File: src/rtl/serial_mismatch_counter.sv
// Bit-serial frame comparator: counts a/b mismatches per FRAME_LEN-bit frame
// and reports Hamming distance, XOR parity and an all-equal flag with a done pulse.

module serial_mismatch_mux_xor (
  input  logic a,
  input  logic b,
  output logic yxor
);
  // XOR built from a 2:1 mux: a selects between b and its complement
  assign yxor = a ? ~b : b;
endmodule

// state | meaning
// IDLE  | waiting for start, ready = 1
// RUN   | accepting bit pairs, busy = 1
// DONE  | one-cycle done pulse, results just updated
module serial_mismatch_counter #(
  parameter int FRAME_LEN = 8,
  parameter int CNT_W     = 4
) (
  input  logic             clk,
  input  logic             rst_n,
  input  logic             start,
  input  logic             abort,
  input  logic             bit_valid,
  input  logic             a,
  input  logic             b,
  output logic             ready,
  output logic             busy,
  output logic             done,
  output logic [CNT_W-1:0] mismatch_cnt,
  output logic             parity,
  output logic             equal
);

  localparam int IDX_W = (FRAME_LEN > 1) ? $clog2(FRAME_LEN) : 1;
  localparam logic [IDX_W-1:0] LAST_IDX = IDX_W'(FRAME_LEN - 1);

  localparam logic [1:0] IDLE = 2'd0;
  localparam logic [1:0] RUN  = 2'd1;
  localparam logic [1:0] DONE = 2'd2;

  logic [1:0]       state;
  logic [IDX_W-1:0] idx;
  logic [CNT_W-1:0] work_cnt;
  logic             work_par;
  logic             yxor;
  logic [CNT_W-1:0] cnt_next;
  logic             par_next;
  logic             last_bit;

  serial_mismatch_mux_xor u_xor (
    .a    (a),
    .b    (b),
    .yxor (yxor)
  );

  assign cnt_next = work_cnt + CNT_W'(yxor);
  assign par_next = work_par ^ yxor;
  assign last_bit = (idx == LAST_IDX);

  assign ready = (state == IDLE);
  assign busy  = (state == RUN);
  assign done  = (state == DONE);

  always_ff @(posedge clk or negedge rst_n) begin
    if (!rst_n) begin
      state        <= IDLE;
      idx          <= '0;
      work_cnt     <= '0;
      work_par     <= 1'b0;
      mismatch_cnt <= '0;
      parity       <= 1'b0;
      equal        <= 1'b0;
    end else begin
      case (state)
        IDLE: begin
          if (start) begin
            state    <= RUN;
            idx      <= '0;
            work_cnt <= '0;
            work_par <= 1'b0;
          end
        end
        RUN: begin
          // abort takes priority over a coincident final bit
          if (abort) begin
            state    <= IDLE;
            idx      <= '0;
            work_cnt <= '0;
            work_par <= 1'b0;
          end else if (bit_valid) begin
            if (last_bit) begin
              mismatch_cnt <= cnt_next;
              parity       <= par_next;
              equal        <= (cnt_next == '0);
              state        <= DONE;
              idx          <= '0;
              work_cnt     <= '0;
              work_par     <= 1'b0;
            end else begin
              idx      <= idx + IDX_W'(1);
              work_cnt <= cnt_next;
              work_par <= par_next;
            end
          end
        end
        DONE: begin
          state <= IDLE;
        end
        default: begin
          state <= IDLE;
        end
      endcase
    end
  end

endmodule

File: config.mk
export PLATFORM = sky130hd
export DESIGN_NAME = serial_mismatch_counter
export DESIGN_NICKNAME = d
export VERILOG_FILES = /design/src/rtl/serial_mismatch_counter.sv
export SDC_FILE = /design/constraint.sdc
export NUM_CORES = 1
export LEC_CHECK = 0
export BUFFER_PORTS_ARGS = -buffer_cell sky130_fd_sc_hd__buf_2
export CAP_MARGIN = 0
export CORE_MARGIN = 2
export CORE_UTILIZATION = 55
export CTS_CLUSTER_DIAMETER = 50
export DETAILED_ROUTE_END_ITERATION = 10
export GPL_TIMING_DRIVEN = 0
export MAX_ROUTING_LAYER = met4
export PLACE_DENSITY = 0.8
export SLEW_MARGIN = 20
export SYNTH_ARGS = -nofsm -noshare
export SYNTH_HDL_FRONTEND = slang
export SYNTH_SLANG_ARGS = --single-unit
File: constraint.sdc
create_clock -name clk -period 2.43 [get_ports clk]
set_input_delay 0.1215 -clock clk [delete_from_list [all_inputs] [get_ports clk]]
set_output_delay 0.1215 -clock clk [all_outputs]
set_load 0.005 [all_outputs]
==> impl_metrics.py <==
metrics = {
    "outcome": {
        "run_status": "finished clean",
    },
    "layout": {
        "final_nets": 98,
        "area_growth_pct": 15.5,
        "nFillCells": 103,
        "post-route-util_pct": 70.5,
        "post-route-cell-area_um2": 940,
        "drive_gt1_share_pct": 27.1,
        "diodes": 0,
    },
    "power": {
        "intPower_mw": 0.394,
        "power_switching_mw": 0.151,
        "power_switching_share_pct": 27.7,
        "power.leakage_nw": 0.526,
        "p_clk_share_pct": 25.4,
        "pwr-share-seq_pct": 56.6,
        "p_total_mw": 0.546,
        "power_density_nw_per_um2": 581,
        "power_frac_comb_pct": 18.0,
        "ir_worst_vdd_uv": 527,
    },
    "global_route": {
        "track_usage_pct": 19.0,
        "antenna_found_initial": 0,
        "grt_pass1_vias": 562,
        "grt_start_max_net_pins": 17,
        "grt_pass1_wl_mm": 2.44,
        "grt-ovfl-total": 0,
    },
    "sta": {
        "setup_tns_ns": 0,
        "worstMarginPinSlew_ns": 0.387,
        "setup_violations": 0,
        "setup_slack_ns": 0.751,
        "maxSlewHeadroom_pct": 74.1,
        "fin_skew_ns": 0.00592,
        "min_period_ns": 1.68,
        "slew_viol_final": 0,
        "finalHoldViolations": 0,
        "timing.fmax_mhz": 596,
        "rsz0062_at_grt": "false",
        "fin_crit_sh_pct": 69.1,
    },
    "placed_design": {
        "dp_slack_ns": 0.694,
        "place_congestion": 0.755,
        "place_hpwl_mm": 1.01,
        "dpl_cell_area_um2": 907,
        "io_buffers": 15,
    },
    "synth": {
        "synth_nets": 77,
        "synthCells": 66,
        "syn_area_per_cell_um2": 12.3,
        "synth_most_common_cell": "dfrtp_1",
        "ys_ff_latch": 16,
        "yosysWarnings": 0,
        "synth_area_leaders": "dfrtp_1 (49%), mux2_1 (6.9%), ha_1 (6.2%)",
        "synth_cell_type_count": 28,
        "synth-edff-count": 0,
        "synth_top_cell_by_area": "dfrtp_1",
        "yosysSeqAreaShare_pct": 49.2,
        "synthFlopType": "dfrtp_1",
        "syn_area_um2": 813,
        "yosys.area.top_type_share_pct": 49.2,
        "synthTopCellsByCount": "dfrtp_1 (16), mux2_1 (5), ha_1 (4)",
        "async_flop_share_pct": 100,
    },
    "clock_network": {
        "clkTransAtPathRegs_ns": 0.09,
        "clock_sinks": 16,
        "max-clock-path-buffers": 2,
        "cts_max_level": 1,
        "postCtsSetupBuffers": 0,
        "cts_made_buffers": 3,
        "cts_tree": "built",
        "root_buffer": "clkbuf_4",
        "clk_latency_ns": 0.29,
    },
    "setup_path": {
        "crit_type": "reg -> reg",
        "cp_data_required_time_ns": 2.61,
        "critical_path_arrival_ns": 1.86,
        "cp_max_fo": 3,
        "endpoint_kind": "flip-flop",
        "cp-start-kind": "flip-flop",
        "rr_startpoint": "work_cnt[0]$_DFFE_PN0P_",
        "r2r_slack_ns": 0.75,
        "worstRegToRegCells": 5,
        "reg2reg_to": "equal$_DFFE_PN0P_",
    },
    "drt": {
        "drt_iter0_drc": 6,
        "drtPass1Iterations": 4,
        "vias_per_cell": 5.62,
        "vias": 562,
        "wl_mm": 1.40,
        "postRouteAntennaNets": 0,
        "drc": 0,
        "detail_route.wl_per_cell_um": 14.0,
    },
    "floorplan": {
        "rows": 13,
        "core_area_um2": 1330,
        "io_pins": 16,
        "die_area_um2": 1800,
        "start_util_pct": 61.0,
        "dieWidth_um": 42.5,
        "fp.dieH_um": 42.5,
    },
    "job": {
        "drv_cap": 0,
    },
    "hold_path": {
        "min_from": "start",
        "worstHoldEndpoint": "state[0]$_DFFE_PN0P_",
        "holdCritPathClass": "in -> reg",
        "whs_path_depth": 3,
    },
}
layout by cell type, fill, tap and decap left out:
cell	Yosys	routed
a21oi_1	3	3
a221o_1	1	1
a22o_1	3	3
a31oi_1	2	2
and2_1	1	1
and2b_1	1	1
and4b_1	1	1
buf_2	0	15
clkbuf_4	0	3
dfrtp_1	16	16
dlygate4sd3_1	0	1
ha_1	4	4
inv_1	2	2
mux2_1	5	5
mux2i_1	3	3
nand2_1	3	3
nand3_1	1	1
nand3b_1	1	1
nor2_1	3	3
nor2_8	1	1
nor2b_1	3	3
nor3_2	1	1
nor3b_1	1	1
nor3b_2	1	1
o21ai_1	1	1
o41ai_1	1	1
or3_1	1	1
or3_4	1	1
or3b_4	1	1
xnor2_1	1	1
xor2_1	3	3
through the flow:
stage,cells,hold slack [ns]
5_1_grt,100,0.147
3_5_place_dp,96,0.0485
2_1_floorplan,66,-0.174
3_3_place_gp,96,0.0519
6_report,100,0.117
4_1_cts,100,0.122
flip-flops by register name, summed over array words and instances (netlist names):
| name | flops |
|---|---|
| parity | 1 |
| equal | 1 |
| mismatch_cnt | 4 |
| state | 2 |
| work_par | 1 |
| work_cnt | 4 |
| idx | 3 |
kinds of logic after synthesis:
logic type | after synthesis | synth area share [%]
AND/OR/NAND/NOR | 21 | 19.2
adder cells (fa/ha/maj) | 4 | 6.15
AO/OA/AOI/OAI | 11 | 9.54
XOR/XNOR | 4 | 4.31
buffers and inverters | 2 | 0.923
flip-flops | 16 | 49.2
multiplexers | 8 | 10.6
cell type report:
class	instances	area (µm²)	area share, %
timing repair buffer	16	85.1	9.05
sequential	16	400	42.6
multi-input combinational	48	405	43.1
tap	15	18.8	2.00
inverter	2	7.51	0.799
clock buffer	3	22.5	2.40
per-layer routing:
metal / GRT usage (%) / vias up / wire, µm
li1: - / 280 / -
met2: 27.1 / 15 / 627
met5: - / - / 0
met3: 3.88 / 5 / 69
met1: 24.7 / 262 / 665
met4: 11.3 / 0 / 41
critical path, stage by stage (launching register included):
cell	delay, ns
dfrtp_1	0.40
ha_1	0.22
ha_1	0.22
xor2_1	0.18
or3_1	0.33
o41ai_1	0.24
power groups by stage:
stage | Clock [mW] | Combinational, mW | Sequential (mW)
after global routing | 0.156 | 0.115 | 0.313
after CTS | 0.142 | 0.0990 | 0.309
after detailed placement | 0 | 0.0962 | 0.314
after global placement | 0 | 0.0912 | 0.313
final | 0.139 | 0.0984 | 0.309
after floorplan | 0 | 0.0672 | 0.310
timing repair:
item / CTS / global route
gates resized for setup: 0 / 0
hold buffers: 1 / 0
hold endpoints to repair: 16 / 0
how the worst max path moves through the flow:
stage	slack, ns	startpoint	depth (start not counted)	endpoint
floorplan	0.89	work_cnt[0]$_DFFE_PN0P_	5	equal$_DFFE_PN0P_
global placement	0.72	a	6	equal$_DFFE_PN0P_
detailed placement	0.69	a	6	equal$_DFFE_PN0P_
CTS	0.75	work_cnt[0]$_DFFE_PN0P_	5	equal$_DFFE_PN0P_
global route	0.71	work_cnt[0]$_DFFE_PN0P_	5	equal$_DFFE_PN0P_
finish	0.75	work_cnt[0]$_DFFE_PN0P_	5	equal$_DFFE_PN0P_
Note: power is estimated with default switching activity, not from simulation.
